<file path="config.mk">
export PLATFORM = sky130hd
export DESIGN_NAME = multiplexor_4a1_rr
export DESIGN_NICKNAME = d
export VERILOG_FILES = /design/src/rtl/multiplexor_4a1_rr.sv
export SDC_FILE = /design/constraint.sdc
export NUM_CORES = 1
export LEC_CHECK = 0
export ABC_CLOCK_PERIOD_IN_PS = 3700
export CAP_MARGIN = 15
export CORE_MARGIN = 10
export CORE_UTILIZATION = 41
export DETAILED_ROUTE_END_ITERATION = 10
export PLACE_DENSITY = 0.85
export SETUP_SLACK_MARGIN = 0.02
export SYNTH_ARGS = -nofsm -noshare
export SYNTH_HDL_FRONTEND = slang
export SYNTH_SLANG_ARGS = --single-unit
</file>
<file path="constraint.sdc">
create_clock -name clk -period 3.7 [get_ports clk]
set_clock_uncertainty 0.05 [all_clocks]
set_input_delay 0.555 -clock clk [delete_from_list [all_inputs] [get_ports clk]]
set_output_delay 0.555 -clock clk [all_outputs]
set_load 0.02 [all_outputs]
</file>
<file path="src/rtl/multiplexor_4a1_rr.sv">
// Four-channel valid/ready round-robin multiplexor onto one registered output channel.
// Each output word is tagged with its source's demultiplexor selector code.
module multiplexor_4a1_rr #(
    parameter int ANCHO = 4
) (
    input  logic             clk,
    input  logic             rst,
    input  logic [ANCHO-1:0] A,
    input  logic [ANCHO-1:0] B,
    input  logic [ANCHO-1:0] C,
    input  logic [ANCHO-1:0] D,
    input  logic [3:0]       Valido,
    output logic [3:0]       Listo,
    output logic [ANCHO-1:0] X,
    output logic [2:0]       Selector,
    output logic             ValidoX,
    input  logic             ListoX
);

    typedef enum logic {VACIO, LLENO} estado_t;

    estado_t          estado;
    logic [1:0]       ultimo;
    logic             puede;
    logic             captura;
    logic [1:0]       gidx;
    logic [1:0]       idx;
    logic [ANCHO-1:0] dato;

    assign puede = (estado == VACIO) || ListoX;

    // Search starts one past the last grant, so the previous winner ranks last.
    always_comb begin
        Listo   = '0;
        captura = 1'b0;
        gidx    = '0;
        idx     = '0;
        if (!rst && puede) begin
            for (int unsigned k = 1; k <= 4; k++) begin
                idx = ultimo + 2'(k);
                if (!captura && Valido[idx]) begin
                    Listo[idx] = 1'b1;
                    gidx       = idx;
                    captura    = 1'b1;
                end
            end
        end
    end

    always_comb begin
        dato = '0;
        case (gidx)
            2'd0: dato = A;
            2'd1: dato = B;
            2'd2: dato = C;
            2'd3: dato = D;
            default: dato = '0;
        endcase
    end

    always_ff @(posedge clk) begin
        if (rst) begin
            estado   <= VACIO;
            ValidoX  <= 1'b0;
            X        <= '0;
            Selector <= '0;
            ultimo   <= 2'd3;
        end else begin
            case (estado)
                VACIO: begin
                    if (captura) begin
                        estado   <= LLENO;
                        ValidoX  <= 1'b1;
                        X        <= dato;
                        Selector <= 3'(gidx) + 3'd1;
                        ultimo   <= gidx;
                    end
                end
                LLENO: begin
                    if (ListoX) begin
                        if (captura) begin
                            X        <= dato;
                            Selector <= 3'(gidx) + 3'd1;
                            ultimo   <= gidx;
                        end else begin
                            estado  <= VACIO;
                            ValidoX <= 1'b0;
                        end
                    end
                end
                default: begin
                    estado  <= VACIO;
                    ValidoX <= 1'b0;
                end
            endcase
        end
    end

endmodule

</file>
==> results <==
cell usage in the layout, fill, tap and decap left out, types with 4 or more instances in the layout:
cell type / synthesis / final
a21oi_1: 7 / 7
a221o_1: 4 / 4
a22o_1: 4 / 4
a22oi_1: 4 / 4
buf_4: 1 / 10
clkdlybuf4s50_1: 0 / 31
dfxtp_1: 11 / 11
ha_1: 11 / 10
inv_1: 8 / 8
mux4_2: 4 / 4
nand2_1: 5 / 5
nand2b_1: 8 / 8
nor2_1: 6 / 5
o21ai_0: 9 / 9
o31ai_1: 4 / 4
power groups by stage:
| stage | Combinational [mW] | Sequential, mW | Clock [mW] |
|---|---|---|---|
| global placement | 0.951 | 0.190 | 0 |
| global route | 1.10 | 0.195 | 0.0863 |
| finish | 1.00 | 0.189 | 0.0766 |
| detailed placement | 0.975 | 0.191 | 0 |
| floorplan | 0.650 | 0.246 | 0 |
| CTS | 0.975 | 0.189 | 0.0800 |
timing repair:
| action | in CTS | in global routing |
|---|---|---|
| buffers inserted | 0 | 2 |
| gates cloned | 0 | 0 |
| gates resized for setup | 1 | 5 |
| hold endpoints to repair | 0 | 0 |
| hold buffers | 0 | 0 |
| endpoints found under the setup margin | 1 | 3 |
cells in the mapped netlist:
| library cell | instances |
|---|---|
| dfxtp_1 | 11 |
| ha_1 | 11 |
| o21ai_0 | 9 |
| inv_1 | 8 |
| nand2b_1 | 8 |
| a21oi_1 | 7 |
| nor2_1 | 6 |
| nand2_1 | 5 |
| a221o_1 | 4 |
| a22o_1 | 4 |
| a22oi_1 | 4 |
| mux4_2 | 4 |
| o31ai_1 | 4 |
| mux2_4 | 3 |
| buf_6 | 2 |
| mux2i_1 | 2 |
| nor2b_1 | 2 |
| o21a_1 | 2 |
| o21ai_2 | 2 |
| or3b_2 | 2 |
| a211oi_1 | 1 |
| a311oi_1 | 1 |
| a31oi_1 | 1 |
| a32o_1 | 1 |
| buf_4 | 1 |
| clkbuf_1 | 1 |
| mux2_2 | 1 |
| nand3_1 | 1 |
| nand3_4 | 1 |
| nor2_2 | 1 |
| nor4_4 | 1 |
| o2111ai_1 | 1 |
| o211ai_1 | 1 |
| o32ai_1 | 1 |
| or2_1 | 1 |
| or4_4 | 1 |
stage by stage:
stage | total power [mW] | util [%] | cell area (µm²) | setup WS [ns]
3_3_place_gp | 1.14 | 59.5 | 1490 | 0.104
3_5_place_dp | 1.17 | 59.5 | 1490 | 0.0182
2_1_floorplan | 0.897 | - | 1080 | 0.125
4_1_cts | 1.24 | 60.5 | 1510 | 0.0229
5_1_grt | 1.38 | 61.6 | 1540 | 0.00453
6_report | 1.27 | 61.6 | 1540 | 0.0959
worst paths after layout:
kind / from / endpoint / slack [ns] / cells past startpoint
hold reg to reg: Selector[2] / Selector[2] / 0.43 / 2
setup / recovery: Valido[0] / Listo[1] / 0.1 / 8
hold / removal: Selector[2] / Selector[2] / 0.43 / 2
setup reg to reg: ultimo[0] / X[1] / 0.35 / 12
cell type report:
type                            count  area [µm²]  area share [%]
Sequential cell                    11         220            14.3
Timing Repair Buffer               44         419            27.2
Inverter                            8        30.0            1.95
Clock buffer                        4        26.3            1.71
Tap cell                           30        37.5            2.44
Multi-Input combinational cell     93         806            52.4
per-layer routing:
layer | GRT usage, % | vias up | wire, µm
met1 | 11.8 | 506 | 1200
met4 | 3.01 | 0 | 33
li1 | - | 534 | -
met5 | 0 | - | 0
met3 | 4.96 | 6 | 246
met2 | 18.8 | 35 | 1420
logic make-up after synthesis:
kind of cell / Yosys count
compound gates: 43
fa+ha+maj: 11
buf+inv: 12
flops: 11
mux: 10
simple gates: 29
worst register-to-register path: stages, from the launching register on:
cell	delay (ns)
dfxtp_1	0.33
inv_1	0.10
ha_2	0.41
mux4_2	0.54
or2_1	0.27
or4_4	0.50
nand3_4	0.13
inv_1	0.05
ha_1	0.24
a221o_1	0.32
o21ai_0	0.08
mux2_4	0.17
o31ai_1	0.05
registers in the layout (all words and copies together) (netlist names):
signal and count:
X 4, Selector 3, ValidoX 1, ultimo 2, estado 1
==> results.json <==
{
  "critical_path.max_fanout": 7,
  "synth_adder_area_share_pct": 12.7,
  "wl_per_cell_um": 15.2,
  "status": "finished, final reports clean",
  "yosysTopAreaCell": "dfxtp_1",
  "drv_slew": 0,
  "slowest_delay_ns": 0.62,
  "synthXorXnorAreaFrac_pct": 0,
  "cts_buffers": 3,
  "placementRows": 18,
  "first_global_vias": 1078,
  "synth_top_family_by_area": "compound AO/OA/AOI/OAI gates",
  "grt_pass1_wl_mm": 4.81,
  "synth-seq-area-share_pct": 20.3,
  "firstDrtPassIters": 4,
  "p_comb_share_pct": 79.1,
  "hold_slack_ns": 0.435,
  "htree_levels": 1,
  "die_width_um": 71.4,
  "syn_inst": 116,
  "grt_usage_pct": 10.9,
  "via_count": 1081,
  "layout.nets": 195,
  "internal_power_uw": 686,
  "cp-end-kind": "output pin",
  "drt-initial-drc-count": 44,
  "gp_congestion": 0.892,
  "clock-sinks": 11,
  "crit_required_ns": 3.09,
  "ys_warn_count": 0,
  "worst_pin_slew_ns": 0.376,
  "instances_no_fill": 190,
  "die-area_mm2": 0.00510,
  "dp_hpwl_mm": 2.34,
  "root_buffer": "clkbuf_4",
  "synth_mux_area_share_pct": 15.4,
  "setup_violations": 0,
  "detail-route-antenna-nets": 0,
  "dpl.cell_count": 184,
  "num_io_pins": 35,
  "grt_max_degree": 15,
  "grt_antenna_before_repair": 0,
  "synth_nets": 150,
  "rsz0062_at_grt": "no",
  "cts_tree": "done",
  "fp.coreArea_mm2": 0.00250,
  "hp-class": "reg -> reg",
  "overflow": 0,
  "worstPathArrival_ns": 3.00,
  "synthTopCellsByArea": "dfxtp_1 (20%), ha_1 (13%), mux4_2 (8.3%)",
  "maxCapViolations": 0,
  "fin_crit_ns": 3.60,
  "synth_compound_gate_area_share_pct": 28.2,
  "cpMostUsedCell": "clkdlybuf4s50_1",
  "synthSimpleGateAreaFrac_pct": 17.5,
  "switchingPower_uw": 584,
  "slew_headroom_pct": 74.9,
  "crit_chain": "clkdlybuf4s50_1, mux4_2, buf_4, nor2b_2, a22o_1, nand2_1, a21oi_1, clkdlybuf4s50_1",
  "synth.distinct_cells": 36,
  "ir_worst_vdd_mv": 0.453,
  "powerDensity_mw_per_mm2": 825,
  "viasPerCell": 5.69,
  "setup_tns_ns": 0,
  "slowest_stage": "clkdlybuf4s50_1",
  "sw_frac_of_total_pct": 46.0,
  "drive_above_1_share_pct": 20.0,
  "cts.clk_slew.worst_paths_ns": 0.07,
  "insertion_delay_ns": 0.26,
  "die_h_um": 71.4,
  "hold_viol_final": 0,
  "p_leak_nw": 0.650,
  "initial_core_util_pct": 43.3,
  "cp_num_buf_inv": 3,
  "port-buffer-count": 34,
  "synth_area_mm2": 0.00108,
  "drc": 0,
  "fill_cells": 206,
  "post-route-period-util_pct": 97.4,
  "routed_wirelength_mm": 2.90,
  "syn_to_final_growth_pct": 42.2,
  "syn_area_per_cell_um2": 9.33,
  "crit_type": "in -> out",
  "fmax_mhz": 277,
  "diodes": 0,
  "power_frac_clock_pct": 6.0,
  "cts_buffer_depth": 2,
  "yosysTopAreaCellShare_pct": 20.3,
  "ys_ff_latch": 11,
  "setup.worst_path.start_class": "input port",
  "critical_path.top_delay_family": "buffers and inverters",
  "seq_power_share_pct": 14.9
}
(Power assumes the default switching activity.)
